<file path="src/rtl/rs232_tx_sequencer_pkg.sv">
// Shared widths and FSM state encoding for the RS-232 transmit sequencer.
package rs232_tx_sequencer_pkg;

  localparam int unsigned DATA_W  = 8;
  localparam int unsigned STATE_W = 3;
  localparam int unsigned TMO_W   = 16;

  typedef enum logic [STATE_W-1:0] {
    ST_IDLE      = 3'd0,
    ST_LOAD      = 3'd1,
    ST_TX_START  = 3'd2,
    ST_TX_WAIT   = 3'd3,
    ST_DLY_START = 3'd4,
    ST_DLY_WAIT  = 3'd5
  } seq_state_e;

endpackage

</file>
<file path="src/rtl/rs232_tx_sequencer_fifo.sv">
// Byte FIFO feeding the transmit sequencer; head is read straight from the storage flops.
module rs232_tx_sequencer_fifo
  import rs232_tx_sequencer_pkg::*;
#(
  parameter int unsigned DEPTH_LOG2 = 4
) (
  input  logic                  clk,
  input  logic                  reset_n,
  input  logic                  wr_en,
  input  logic [DATA_W-1:0]     wr_data,
  input  logic                  rd_en,
  output logic [DATA_W-1:0]     rd_data,
  output logic                  full,
  output logic                  overflow,
  output logic [DEPTH_LOG2:0]   level
);

  localparam int unsigned DEPTH = 2 ** DEPTH_LOG2;
  localparam int unsigned PTR_W = DEPTH_LOG2 + 1;

  logic [DATA_W-1:0] mem [DEPTH];
  logic [PTR_W-1:0]  wr_ptr, rd_ptr;
  logic [PTR_W-1:0]  wr_ptr_n, rd_ptr_n, level_n;
  logic              wr_ok, rd_ok;

  // A write while full is dropped even if a pop happens in the same cycle.
  always_comb begin
    wr_ok    = wr_en && !full;
    rd_ok    = rd_en && (level != '0);
    wr_ptr_n = wr_ptr + PTR_W'(wr_ok);
    rd_ptr_n = rd_ptr + PTR_W'(rd_ok);
    level_n  = wr_ptr_n - rd_ptr_n;
  end

  always_ff @(posedge clk or negedge reset_n) begin
    if (!reset_n) begin
      wr_ptr   <= '0;
      rd_ptr   <= '0;
      level    <= '0;
      full     <= 1'b0;
      overflow <= 1'b0;
    end else begin
      wr_ptr   <= wr_ptr_n;
      rd_ptr   <= rd_ptr_n;
      level    <= level_n;
      full     <= (level_n == PTR_W'(DEPTH));
      overflow <= overflow | (wr_en && full);
    end
  end

  always_ff @(posedge clk) begin
    if (wr_ok) mem[wr_ptr[DEPTH_LOG2-1:0]] <= wr_data;
  end

  assign rd_data = mem[rd_ptr[DEPTH_LOG2-1:0]];

endmodule

</file>
<file path="src/rtl/rs232_tx_sequencer.sv">
// Buffers bytes for the UART transmitter and enforces the inter-byte gap via rs232_timer.
module rs232_tx_sequencer
  import rs232_tx_sequencer_pkg::*;
#(
  parameter int unsigned       FIFO_DEPTH_LOG2  = 4,
  parameter logic [DATA_W-1:0] EXTRA_DELAY_CHAR = 8'h0D,
  parameter logic [TMO_W-1:0]  TX_TIMEOUT       = 16'hFFFF
) (
  input  logic                       clk,
  input  logic                       reset_n,
  input  logic                       wr_en,
  input  logic [DATA_W-1:0]          wr_data,
  output logic                       full,
  output logic                       overflow,
  output logic [FIFO_DEPTH_LOG2:0]   level,
  output logic                       tx_start,
  output logic [DATA_W-1:0]          tx_data,
  input  logic                       tx_done,
  output logic                       timer_start,
  output logic                       timer_extra_delay,
  input  logic                       timer_done,
  output logic                       tx_error,
  output logic                       busy,
  output logic [STATE_W-1:0]         state
);

  seq_state_e        st;
  logic              extra;
  logic [TMO_W-1:0]  tmo_cnt;
  logic              pop;
  logic [DATA_W-1:0] head;

  assign pop   = (st == ST_LOAD);
  assign state = st;

  rs232_tx_sequencer_fifo #(
    .DEPTH_LOG2 (FIFO_DEPTH_LOG2)
  ) u_fifo (
    .clk      (clk),
    .reset_n  (reset_n),
    .wr_en    (wr_en),
    .wr_data  (wr_data),
    .rd_en    (pop),
    .rd_data  (head),
    .full     (full),
    .overflow (overflow),
    .level    (level)
  );

  // Pulses are set on the transition into the state that owns them, so they coincide with it.
  always_ff @(posedge clk or negedge reset_n) begin
    if (!reset_n) begin
      st                <= ST_IDLE;
      tx_start          <= 1'b0;
      tx_data           <= '0;
      timer_start       <= 1'b0;
      timer_extra_delay <= 1'b0;
      tx_error          <= 1'b0;
      busy              <= 1'b0;
      extra             <= 1'b0;
      tmo_cnt           <= '0;
    end else begin
      tx_start          <= 1'b0;
      timer_start       <= 1'b0;
      timer_extra_delay <= 1'b0;
      case (st)
        ST_IDLE: begin
          if (level != '0) begin
            st   <= ST_LOAD;
            busy <= 1'b1;
          end
        end
        ST_LOAD: begin
          tx_data  <= head;
          extra    <= (head == EXTRA_DELAY_CHAR);
          tx_start <= 1'b1;
          st       <= ST_TX_START;
        end
        ST_TX_START: begin
          tmo_cnt <= '0;
          st      <= ST_TX_WAIT;
        end
        ST_TX_WAIT: begin
          if (tx_done || (tmo_cnt == TX_TIMEOUT)) begin
            if (!tx_done) tx_error <= 1'b1;
            timer_start       <= 1'b1;
            timer_extra_delay <= extra;
            st                <= ST_DLY_START;
          end else if (tmo_cnt != '1) begin
            tmo_cnt <= tmo_cnt + TMO_W'(1);
          end
        end
        ST_DLY_START: st <= ST_DLY_WAIT;
        ST_DLY_WAIT: begin
          if (timer_done) begin
            st   <= ST_IDLE;
            busy <= 1'b0;
          end
        end
        default: begin
          st   <= ST_IDLE;
          busy <= 1'b0;
        end
      endcase
    end
  end

endmodule

</file>
<file path="config.mk">
export PLATFORM = sky130hd
export DESIGN_NAME = rs232_tx_sequencer
export DESIGN_NICKNAME = d
export VERILOG_FILES = /design/src/rtl/rs232_tx_sequencer_pkg.sv /design/src/rtl/rs232_tx_sequencer_fifo.sv /design/src/rtl/rs232_tx_sequencer.sv
export SDC_FILE = /design/constraint.sdc
export NUM_CORES = 1
export LEC_CHECK = 0
export CORE_MARGIN = 10
export CORE_UTILIZATION = 49
export CTS_BUF_LIST = sky130_fd_sc_hd__clkbuf_16
export CTS_CLUSTER_DIAMETER = 80
export DETAILED_ROUTE_END_ITERATION = 12
export PLACE_DENSITY = 0.67
export SYNTH_ARGS = -nofsm -noshare
export SYNTH_HDL_FRONTEND = slang
export SYNTH_HIERARCHICAL = 1
export SYNTH_SLANG_ARGS = --single-unit
export TNS_END_PERCENT = 20
</file>
<file path="constraint.sdc">
create_clock -name clk -period 4.05 [get_ports clk]
set_clock_uncertainty 0.05 [all_clocks]
set_input_delay 1.215 -clock clk [delete_from_list [all_inputs] [get_ports clk]]
set_output_delay 1.215 -clock clk [all_outputs]
set_load 0.01 [all_outputs]
</file>
### After elaboration in Yosys (flattened, before gate mapping)

Memories as Yosys holds them, arrays and structs flattened.
Index checks and enable logic that the tools add are counted.

* $add $sub $neg: 4
* equality and inequality tests: 14
* mux-type cells: 17
* bitwise operators: 3
* reduce and logical (&&, ||, !) cells: 13

Operators by type and width (number)
* $mux 16: 2
* $pmux 16 s2: 1
* $pmux 3 s6: 1
* $add 16x1->16 const B: 1
* $eq 16x16->1 const B: 1
* $ne 16x16->1 const B: 1
* $reduce_and 3->1: 4
* $add 5x1->5: 2
* $ne 2x2->1 const B: 5
* $mux 1: 9
* $mux 3: 3
* $eq 8x4->1 const B: 1
* $eq 3x2->1 const B: 2
* $eq 3x3->1 const B: 2
* $eq 5x5->1 const B: 1
* $reduce_bool 5->1: 1
* $sub 5x5->5: 1
* $reduce_or 4->1: 1
* $eq 3x1->1 const B: 1
* $logic_and 1x1->1: 3
* $logic_not 3->1: 1
* $pmux 1 s3: 1
* $not 1->1: 2
* $reduce_bool 2->1: 1
* other kinds (3): 3

* register bits: 50
* memory bits (writable): 128
* input port bits: 13
* output and inout bits: 23
* logic and storage cells: 66
* memories kept: 1

Memories
* u_fifo.mem: depth 16, width 8, rd ports 1, clocked after memory_dff 0, write ports 1, line rs232_tx_sequencer_fifo.sv:21 `logic [DATA_W-1:0] mem [DEPTH];`

### Logic depth before layout (Yosys ltp)

* depth in word-level cells: 5
* mapped depth: 13

### By module

Netlist, hierarchy kept.

By module, submodules not included
* rs232_tx_sequencer_fifo: times used 1, cells each 282, area each 5779.3 um^2, seq. area each 4269.1 um^2
* rs232_tx_sequencer: times used 1, cells each 172, area each 1764.2 um^2, seq. area each 825.8 um^2

### Least setup slack after synthesis

OpenSTA, ideal clock, no wires.

* kind: input-to-reg
* start point: input wr_en
* end point: register u_fifo.full
* setup time: 0.096 ns
* arrival: 3.092 ns
* setup slack: 0.812 ns
* stages on the path: 10
* path through: nor2b_1 -> ha_1 -> inv_1 -> ha_1 -> inv_1 -> fa_1 -> a21o_1 -> a21oi_1 -> xnor3_1 -> nor4_2

* cells in the longest elaborated chain, start to end: 4

RTL lines
* from (decl): line rs232_tx_sequencer.sv:11 `input logic wr_en,`
* $logic_and 1x1->1: line rs232_tx_sequencer_fifo.sv:28 `wr_ok = wr_en && !full;`
* $add 5x1->5: line rs232_tx_sequencer_fifo.sv:30 `wr_ptr_n = wr_ptr + PTR_W'(wr_ok);`
* named net u_fifo.wr_ptr_n[0]: line rs232_tx_sequencer_fifo.sv:23 `logic [PTR_W-1:0] wr_ptr_n, rd_ptr_n, level_n;`
* $sub 5x5->5: line rs232_tx_sequencer_fifo.sv:32 `level_n = wr_ptr_n - rd_ptr_n;`
* $eq 5x5->1: line rs232_tx_sequencer_fifo.sv:46 `full <= (level_n == PTR_W'(DEPTH));`
* to (signal assigned): line rs232_tx_sequencer_fifo.sv:46
* to (decl): line rs232_tx_sequencer_fifo.sv:13 `output logic full,`

The timed path passes the listed nets, and every way through them passes these cells.
A chain may end at the register's enable or synchronous reset.

### Worst setup path after layout

Same ends and word-level chain as after synthesis.

==> results.py <==
metrics = {
    "synthesis": {
        "dominant_combinational_cell_family_by_area_after_synthesis": "multiplexers",
        "area_fraction_in_compound_gates_after_synthesis_pct": 5.756,
        "synth-xor-area-share_pct": 1.227,
        "synth_top_cell_by_area": "sky130_fd_sc_hd__edfxtp_1",
        "synthSimpleGateAreaFrac_pct": 9.388,
        "synth_top_cell_area_share_pct": 50.95,
        "synth.lib_cells_used.distinct": 65,
        "syn-mean-instance-area_sq_um": 16.62,
        "yosys_warnings": 6,
        "synth_nets": 477,
        "post_synth_main_area_contributors": "sky130_fd_sc_hd__edfxtp_1 51%, sky130_fd_sc_hd__dfrtp_1 17%, sky130_fd_sc_hd__mux4_1 6.3%",
        "yosysSeqAreaShare_pct": 67.54,
        "synthAdderAreaFrac_pct": 1.758,
        "mux_cell_area_share_after_synthesis_pct": 11.78,
        "number_of_cells_produced_by_synthesis": 454,
        "synth_area_sq_mm": 0.007543,
        "synth_edf_count": 128,
        "yosys_register_bits": 178,
        "synth_ff_type": "sky130_fd_sc_hd__edfxtp_1",
        "asyncSetResetFlopFracSynth_pct": 28.09,
    },
    "worst_setup_path": {
        "cp_data_required_time_ns": 4.34,
        "setup.worst_path.end_class": "flip-flop",
        "worst_setup_path_start_kind": "input pin",
        "path_max_fanout": 2,
        "timing.reg2reg.worst_path_depth": 10,
        "crit_path_max_incr_delay_ns": 0.47,
        "cp.buffers_inverters": 3,
        "cp_slowest_cell": "sky130_fd_sc_hd__clkdlybuf4s50_1",
        "worst_ep_arrival_time_ns": 3.78,
        "timing_worst_setup_path_type": "in2reg",
        "critPathTopFamily": "adder cells",
        "crit_chain": "clkdlybuf4s50_1, nor2b_1, ha_1, inv_1, ha_1, inv_1, fa_1, a21o_1, a21oi_1, xnor3_1, nor4_2",
        "reg2reg_from": "u_fifo/level[0]",
        "timing.reg2reg.setup_slack_ns": 0.90,
        "worstReg2RegEnd": "u_fifo/full",
    },
    "timing": {
        "tightest_slew_ns": 1.104,
        "timing.max_slew.rel_slack_pct": 26.37,
        "final.setup.tns_ns": 0,
        "timing.hold.ws_ns": 0.4207,
        "min_period_over_period_pct": 86.24,
        "report.final.setup_viol": 0,
        "drv_slew": 0,
        "timing.final.hold_violations": 0,
        "worst_slack_ns": 0.5573,
        "max_clock_freq_mhz": 286.3,
        "rsz0062_at_grt": "false",
        "min_period_ns": 3.493,
    },
    "global_routing": {
        "grt-ovfl-total": 0,
        "global_route.usage.total_pct": 15.68,
        "grt_first_pass_wirelength_mm": 24.17,
        "maximum_number_of_pins_on_one_net_before_global_route_repair": 51,
        "antenna_found_initial": 0,
        "via_count_of_the_first_global_routing_pass": 4281,
    },
    "cts": {
        "clock-sinks": 178,
        "clock_insertion_delay_worst_skew_ns": 0.44,
        "clock-root-buffer": "sky130_fd_sc_hd__clkbuf_16",
        "tritoncts": "yes",
        "ctsResizeCount": 0,
        "post_cts.repair.setup_buffers": 0,
        "cts.reportedPaths.clkPinSlew_ns": 0.07,
        "cts_max_level": 4,
        "numCtsBuffers": 17,
        "clock_path_buffers": 2,
        "holdBufCountCts": 0,
    },
    "floorplanning": {
        "dieHeight_microns": 144.1,
        "fp.coreArea_sq_mm": 0.01515,
        "fp.dieArea_sq_mm": 0.02076,
        "io_pins": 36,
        "die_w_microns": 144.1,
        "floorplan.rows": 45,
        "start_util_pct": 49.81,
    },
    "place": {
        "numPortBuffers": 35,
        "place_hpwl_mm": 9.840,
        "preCtsSetupSlack_ns": 0.09105,
        "routabilityCongestion": 0.8046,
    },
    "detailed_routing": {
        "drc_errors": 0,
        "routed_wire_length_per_instance_microns": 21.35,
        "drt-total-wl_mm": 15.18,
        "vias": 4225,
        "initial_drc_count": 314,
        "detail_route.vias_per_cell": 5.942,
        "postRouteAntennaNets": 0,
        "detail_route.first_pass.iterations": 7,
    },
    "run": {
        "maxCapViolCount": 0,
    },
    "min_path": {
        "worstHoldPathCells": 1,
        "hold-path-endpoint": "tx_error",
        "holdCritStartpoint": "tx_error",
        "timing.hold.worst.class": "reg2reg",
    },
    "power_and_ir_drop": {
        "power.total_mw": 6.396,
        "max-vdd-ir-drop_mv": 0.3506,
        "leakage_nw": 3.195,
        "power_density_mw_per_mm2": 730.8,
    },
    "run_status": {
        "status": "finished, final reports clean",
    },
    "finish": {
        "area_growth_pct": 16.02,
        "drive_above_1_share_pct": 17.21,
        "nNetsFinal": 533,
        "diodes": 0,
    },
}
layer usage:
metal / vias up / GRT usage [%] / wire length, microns
met5: - / 0 / 0
met4: 0 / 6.824 / 280
met3: 17 / 3.772 / 1001
met2: 140 / 24.00 / 7213
met1: 2140 / 20.93 / 6687
li1: 1928 / - / -
worst max-delay path by stage:
stage / start / to / slack, ns / cells past startpoint
after floorplan: wr_en / u_fifo/full / 0.81 / 10
after global placement: wr_en / u_fifo/full / 0.28 / 11
after detailed placement: wr_en / u_fifo/full / 0.09 / 11
after CTS: wr_en / u_fifo/full / 0.57 / 11
after global routing: wr_en / u_fifo/full / 0.43 / 11
final: wr_en / u_fifo/full / 0.56 / 11
registers in the layout, summed over array words and instances, names as in the netlist, 3 cells and up:
register	count
u_fifo/level	5
state	3
tx_data	8
tmo_cnt	16
u_fifo/mem	128
u_fifo/rd_ptr	5
u_fifo/wr_ptr	5
cell usage after synthesis, drive strengths merged, types with 3 or more instances:
library cell  instances
nand4                 6
xnor2                 3
a21oi                 6
nor4                  4
nand2b                5
nand2                28
and4                  3
ha                    9
o21ai                 7
or3                   4
nor3                 10
nand3b                9
xor2                  5
inv                  16
nor2                 20
buf                  12
clkbuf                5
dfrtp                50
or4                   4
mux4                 32
nor2b                 3
a22oi                16
nand3                17
o311ai                6
mux2                  8
o211ai                8
edfxtp              128
o41ai                 3
layout by cell type (no fill, tap or decap), types with 6 or more instances in the layout:
cell type,count
sky130_fd_sc_hd__buf_4,22
sky130_fd_sc_hd__clkbuf_16,17
sky130_fd_sc_hd__ha_1,9
sky130_fd_sc_hd__clkdlybuf4s50_1,34
sky130_fd_sc_hd__nor2_1,19
sky130_fd_sc_hd__inv_6,6
sky130_fd_sc_hd__inv_1,16
sky130_fd_sc_hd__a21oi_1,6
sky130_fd_sc_hd__o211ai_1,7
sky130_fd_sc_hd__edfxtp_1,128
sky130_fd_sc_hd__mux4_1,18
sky130_fd_sc_hd__a22oi_1,16
sky130_fd_sc_hd__nand3_1,16
sky130_fd_sc_hd__mux4_2,14
sky130_fd_sc_hd__nand3b_1,9
sky130_fd_sc_hd__nand2_1,27
sky130_fd_sc_hd__nor3_1,9
sky130_fd_sc_hd__mux2_2,8
sky130_fd_sc_hd__dfrtp_1,49
cell families after synthesis:
kind of cell / count (synthesis)
compound gates: 59
xor+xnor: 9
fa+ha+maj: 10
buf+inv: 36
flops: 178
mux: 41
simple gates: 121
through the flow:
| step | cells | instance area [sq um] | util [%] |
|---|---|---|---|
| after floorplan | 454 | 7543 | - |
| after global placement | 679 | 8158 | 53.86 |
| after CTS | 711 | 8752 | 57.79 |
| after detailed placement | 679 | 8158 | 53.86 |
| after global routing | 711 | 8752 | 57.79 |
| final | 711 | 8752 | 57.79 |
cell type report:
class	instances	area (sq um)
timing repair buffer	57	510.5
clock inverter	15	168.9
fill	1113	6394
inverter	16	60.06
clock buffer	17	425.4
tap	188	235.2
multi-input combinational	240	2256
sequential	178	5096
where the power goes:
group	total (mW)	internal [mW]	leakage [nW]	switching, mW
combinational	2.14	1.00	1.12	1.14
clock	1.65	0.927	0.289	0.726
sequential	2.60	2.30	1.78	0.300
Power figures use the tool's default switching activity.
